## src/rtl/aligned_stream_buffer.sv

```systemverilog
// rtl/aligned_stream_buffer.sv - per-channel FIFOs with a lock-step aligned output register
module aligned_stream_buffer #(
  parameter int CHANNELS     = 2,
  parameter int DATA_WIDTH   = 16,
  parameter int BUFFER_DEPTH = 16,
  parameter int AF_THRESH    = BUFFER_DEPTH - 2,
  localparam int LW          = $clog2(BUFFER_DEPTH) + 1
) (
  input  logic                                 clk_i,
  input  logic                                 rst_n_i,
  input  logic                                 flush_i,
  input  logic [CHANNELS-1:0][DATA_WIDTH-1:0]  wr_channels_i,
  input  logic [CHANNELS-1:0]                  wr_valids_i,
  input  logic                                 wr_sof_i,
  input  logic                                 wr_eof_i,
  output logic [CHANNELS-1:0]                  wr_readys_o,
  output logic [CHANNELS-1:0][DATA_WIDTH-1:0]  rd_channels_o,
  output logic                                 rd_valid_o,
  input  logic                                 rd_ready_i,
  output logic                                 rd_sof_o,
  output logic                                 rd_eof_o,
  output logic [CHANNELS-1:0][LW-1:0]          levels_o,
  output logic [CHANNELS-1:0]                  almost_full_o,
  output logic [CHANNELS-1:0]                  overflow_o
);

  localparam int            PW       = $clog2(BUFFER_DEPTH);
  localparam logic [LW-1:0] FULL_LVL = LW'(BUFFER_DEPTH);
  localparam logic [LW-1:0] AF_LVL   = LW'(AF_THRESH);

  logic [CHANNELS-1:0]                 nonempty;
  logic [CHANNELS-1:0]                 push;
  logic [CHANNELS-1:0][DATA_WIDTH-1:0] head;
  logic [1:0]                          head_tag;
  logic                                load;

  // A beat only leaves when every channel can contribute a word.
  assign load = (&nonempty) && (!rd_valid_o || rd_ready_i);

  for (genvar c = 0; c < CHANNELS; c++) begin : g_ch
    logic [LW-1:0]         level;
    logic [PW-1:0]         wr_ptr;
    logic [PW-1:0]         rd_ptr;
    logic                  ovf;
    logic [DATA_WIDTH-1:0] mem [BUFFER_DEPTH];

    assign push[c]          = wr_valids_i[c] && (level != FULL_LVL);
    assign nonempty[c]      = (level != '0);
    assign head[c]          = mem[rd_ptr];
    assign levels_o[c]      = level;
    assign wr_readys_o[c]   = (level != FULL_LVL);
    assign almost_full_o[c] = (level >= AF_LVL);
    assign overflow_o[c]    = ovf;

    always_ff @(posedge clk_i or negedge rst_n_i) begin
      if (!rst_n_i) begin
        level  <= '0;
        wr_ptr <= '0;
        rd_ptr <= '0;
        ovf    <= 1'b0;
      end else if (flush_i) begin
        level  <= '0;
        wr_ptr <= '0;
        rd_ptr <= '0;
        ovf    <= 1'b0;
      end else begin
        if (push[c]) wr_ptr <= wr_ptr + PW'(1);
        if (load)    rd_ptr <= rd_ptr + PW'(1);
        if (wr_valids_i[c] && !push[c]) ovf <= 1'b1;
        case ({push[c], load})
          2'b10:   level <= level + LW'(1);
          2'b01:   level <= level - LW'(1);
          default: level <= level;
        endcase
      end
    end

    always_ff @(posedge clk_i) begin
      if (push[c] && !flush_i) mem[wr_ptr] <= wr_channels_i[c];
    end

    // Frame tags ride alongside channel 0 so they stay aligned with its words.
    if (c == 0) begin : g_tag
      logic [1:0] tag_mem [BUFFER_DEPTH];

      always_ff @(posedge clk_i) begin
        if (push[0] && !flush_i) tag_mem[wr_ptr] <= {wr_sof_i, wr_eof_i};
      end

      assign head_tag = tag_mem[rd_ptr];
    end
  end

  always_ff @(posedge clk_i or negedge rst_n_i) begin
    if (!rst_n_i) begin
      rd_valid_o    <= 1'b0;
      rd_channels_o <= '0;
      rd_sof_o      <= 1'b0;
      rd_eof_o      <= 1'b0;
    end else if (flush_i) begin
      rd_valid_o    <= 1'b0;
      rd_channels_o <= '0;
      rd_sof_o      <= 1'b0;
      rd_eof_o      <= 1'b0;
    end else if (load) begin
      rd_valid_o             <= 1'b1;
      rd_channels_o          <= head;
      {rd_sof_o, rd_eof_o}   <= head_tag;
    end else if (rd_ready_i) begin
      rd_valid_o <= 1'b0;
    end
  end

endmodule

```

## config.mk

```make
export PLATFORM = sky130hd
export DESIGN_NAME = aligned_stream_buffer
export DESIGN_NICKNAME = d
export VERILOG_FILES = /design/src/rtl/aligned_stream_buffer.sv
export SDC_FILE = /design/constraint.sdc
export NUM_CORES = 1
export LEC_CHECK = 0
export ABC_AREA = 1
export CORE_MARGIN = 5
export CORE_UTILIZATION = 55
export CTS_BUF_LIST = sky130_fd_sc_hd__clkbuf_4 sky130_fd_sc_hd__clkbuf_8 sky130_fd_sc_hd__clkbuf_16
export CTS_CLUSTER_SIZE = 12
export DETAILED_ROUTE_END_ITERATION = 12
export GPL_TIMING_DRIVEN = 0
export PLACE_DENSITY = 0.73
export RECOVER_POWER = 25
export SYNTH_ARGS = -nofsm -noshare
export SYNTH_HDL_FRONTEND = slang
export SYNTH_SLANG_ARGS = --single-unit
export TNS_END_PERCENT = 20
```

## constraint.sdc

```tcl
create_clock -name clk_i -period 6.08 [get_ports clk_i]
set_clock_uncertainty 0.2 [all_clocks]
set_input_delay 0.608 -clock clk_i [delete_from_list [all_inputs] [get_ports clk_i]]
set_output_delay 0.608 -clock clk_i [all_outputs]
set_load 0.1 [all_outputs]
```

==> impl_metrics.yaml <==
floorplan:
  dieArea_sq_mm: 0.0485
  fp-row-count: 77
  core_region_area_sq_mm: 0.0439
  die_y_um: 220
  die_w_um: 220
  io_pins: 91
  start_util_pct: 55.3
worst_hold_path:
  hp-class: "reg2reg"
finish:
  n_antenna_cell: 0
  drive_gt1_share_pct: 12.5
  final_cells: 2744
  area.growth.synth_to_final_pct: 17.2
  nNetsFinal: 2155
  fillerInstances: 3160
logic_synthesis:
  synth_top_area_cell: "edfxtp_1"
  synthArstFlopShare_pct: 10.4
  synth.most_common_cell: "edfxtp_1"
  synth.avg_cell_area_sq_um: 12.7
  synth_edf_count: 544
  synthTopCellsByArea: "edfxtp_1 (67%), dfrtp_1 (6.5%), o21ai_0 (4.6%)"
  synth_cell_type_count: 43
  synth_top_area_share_pct: 67.2
  yosysSeqAreaShare_pct: 73.7
  synthTopCellsByCount: "edfxtp_1 (544), nand2_1 (293), o21ai_0 (225)"
  ys_ff_latch: 607
  synthCells: 1918
  syn_area_sq_mm: 0.0243
  ys.flop_type: "edfxtp_1"
  synth_nets: 1972
  synth-warning-count: 0
power_and_ir_drop:
  power_frac_seq_pct: 41.5
  power_switching_mw: 4.01
  power_density_mw_per_mm2: 405
  internal-power_mw: 7.52
  p_clk_share_pct: 31.0
  p_leak_nw: 10.1
  p_sw_share_pct: 34.8
  p_comb_share_pct: 27.5
  ir_drop_mv: 0.301
cts:
  insertion_delay_ns: 0.62
  cts.root.buffer_cell: "clkbuf_16"
  cts.repair.resized: 0
  cts.sinks: 607
  ctsHoldBuffers: 1
  cts_setup_buffers: 0
  numCtsBuffers: 59
  cts_buffer_depth: 3
  htree_levels: 2
  cts_tree: "built"
  path_clk_slew_ns: 0.06
timing:
  setup_viol: 0
  finalWorstSetupSlack_ns: 2.80
  drv_slew: 0
  worst_pin_slew_ns: 1.08
  hold_viol_final: 0
  maxSlewHeadroom_pct: 27.7
  fin_crit_sh_pct: 53.9
  final_period_minus_worst_setup_slack_ns: 3.28
  setup_tns_ns: 0
  fmax_mhz: 305
  rsz0062_at_grt: "no"
grt:
  grt_overflow: 0
  gr-usage-all-layers_pct: 26.4
  antenna_found_initial: 0
  first_global_vias: 15900
  grt_max_degree: 64
  grt_pass1_wl_um: 95800
placed_design:
  dp.cells: 2631
  place_hpwl_um: 43300
  globalplace.congestion: 0.866
  dp_slack_ns: 2.57
  io_buffer_count: 90
detailed_routing:
  viasPerCell: 6.00
  wirelength_um: 64600
  ant_nets: 0
  drc: 0
  drtIter0Drc: 2035
  vias: 16500
  routedWlPerCell_um: 23.6
  drt-pass1-iter-count: 7
critical_path:
  critical_path_class: "reg2out"
  crit_fanout: 7
  startpoint_type: "register"
  required_ns: 5.27
  arrival_ns: 2.47
  crit_path_end_kind: "output port"
flow_run:
  maxCapViolCount: 0
outcome:
  status: "completed"
-- cells by family after synthesis --
logic type / after synthesis / synth area share [%]
fa+ha+maj: 14 / 0.721
compound gates: 434 / 10.2
xor+xnor: 4 / 0.144
flops: 607 / 73.7
simple gates: 668 / 11.9
buf+inv: 191 / 3.31
-- flip-flops by register name, indices dropped and copies added, names as in the netlist --
name,cells
g_ch.g_tag.tag_mem,32
g_ch.level,10
g_ch.mem,512
g_ch.ovf,2
g_ch.rd_ptr,8
g_ch.wr_ptr,8
rd_channels_o,32
rd_eof_o,1
rd_sof_o,1
rd_valid_o,1
-- metal layers --
| metal | global-route usage, % | vias up | routed length (um) |
|---|---|---|---|
| li1 | - | 7364 | - |
| met4 | 9.40 | 0 | 2090 |
| met5 | 0 | - | 0 |
| met2 | 44.6 | 889 | 32200 |
| met1 | 35.0 | 8056 | 24600 |
| met3 | 4.51 | 148 | 5710 |
-- power by group through the flow --
stage	Clock (mW)	Combinational, mW	Sequential [mW]
4_1_cts	3.59	3.14	4.79
3_3_place_gp	0	3.03	4.87
2_1_floorplan	0	1.56	5.30
5_1_grt	3.78	3.37	4.80
3_5_place_dp	0	3.12	4.87
6_report	3.58	3.17	4.79
-- layout by cell type (no fill, tap or decap), types with 4 or more instances in the layout --
master,Yosys,final
a21oi_1,82,82
a221oi_1,16,16
a31oi_1,10,10
buf_1,4,4
buf_16,0,5
buf_2,48,48
buf_4,6,7
buf_6,0,4
buf_8,0,22
clkbuf_1,50,50
clkbuf_16,0,60
clkbuf_4,0,39
clkbuf_8,0,5
clkdlybuf4s50_1,0,68
clkinv_1,2,4
dfrtp_1,63,63
dlygate4sd3_1,0,22
edfxtp_1,544,544
ha_1,14,14
inv_1,67,67
inv_2,11,11
nand2_1,293,293
nand2_2,7,7
nand3_1,119,119
nand3_2,5,5
nand4_1,21,21
nor2_1,198,170
nor2_2,4,32
nor3_1,9,5
nor3_2,0,4
o211ai_1,6,6
o21ai_0,225,225
o21ai_1,14,14
o221ai_1,33,33
o22ai_1,32,32
o31ai_1,6,6
-- worst max-delay path, cell delays in order (launching register included) --
cell and delay (ns):
dfrtp_1 0.50, nor2_2 0.10, nand3_2 0.11, clkdlybuf4s50_1 1.15
-- final timing paths --
kind	end	start	slack, ns	depth (start not counted)
hold / removal	rd_channels_o[18]	rd_channels_o[18]	0.31	2
min in group asynchronous	g_ch[1].wr_ptr[1]	rst_n_i	0.44	2
hold reg to reg	rd_channels_o[18]	rd_channels_o[18]	0.31	2
setup / recovery	wr_readys_o[0]	g_ch[0].level[2]	2.80	3
max in group asynchronous	rd_channels_o[7]	rst_n_i	4.69	2
setup reg to reg	g_ch[1].mem[10][9]	g_ch[1].level[2]	3.37	6
-- cell type report --
class	count	area [sq um]	share of cell area [%]
Buffer	110	498	1.75
Clock buffer	104	1860	6.54
Clock inverter	8	55.1	0.193
Inverter	81	307	1.08
Multi-Input combinational cell	1120	5670	19.9
Sequential cell	607	17900	62.9
Tap cell	592	741	2.60
Timing Repair Buffer	122	1420	4.99
-- through the flow --
stage	cell area, sq um	total power [mW]	hold slack, ns	util [%]
6_report	28500	11.5	0.313	64.8
4_1_cts	28500	11.5	0.317	64.8
3_3_place_gp	25900	7.90	0.296	59.0
5_1_grt	28500	11.9	0.346	64.8
2_1_floorplan	24300	6.86	0.112	-
3_5_place_dp	26500	7.99	0.301	60.4
Note: power is estimated with default switching activity, not from simulation.
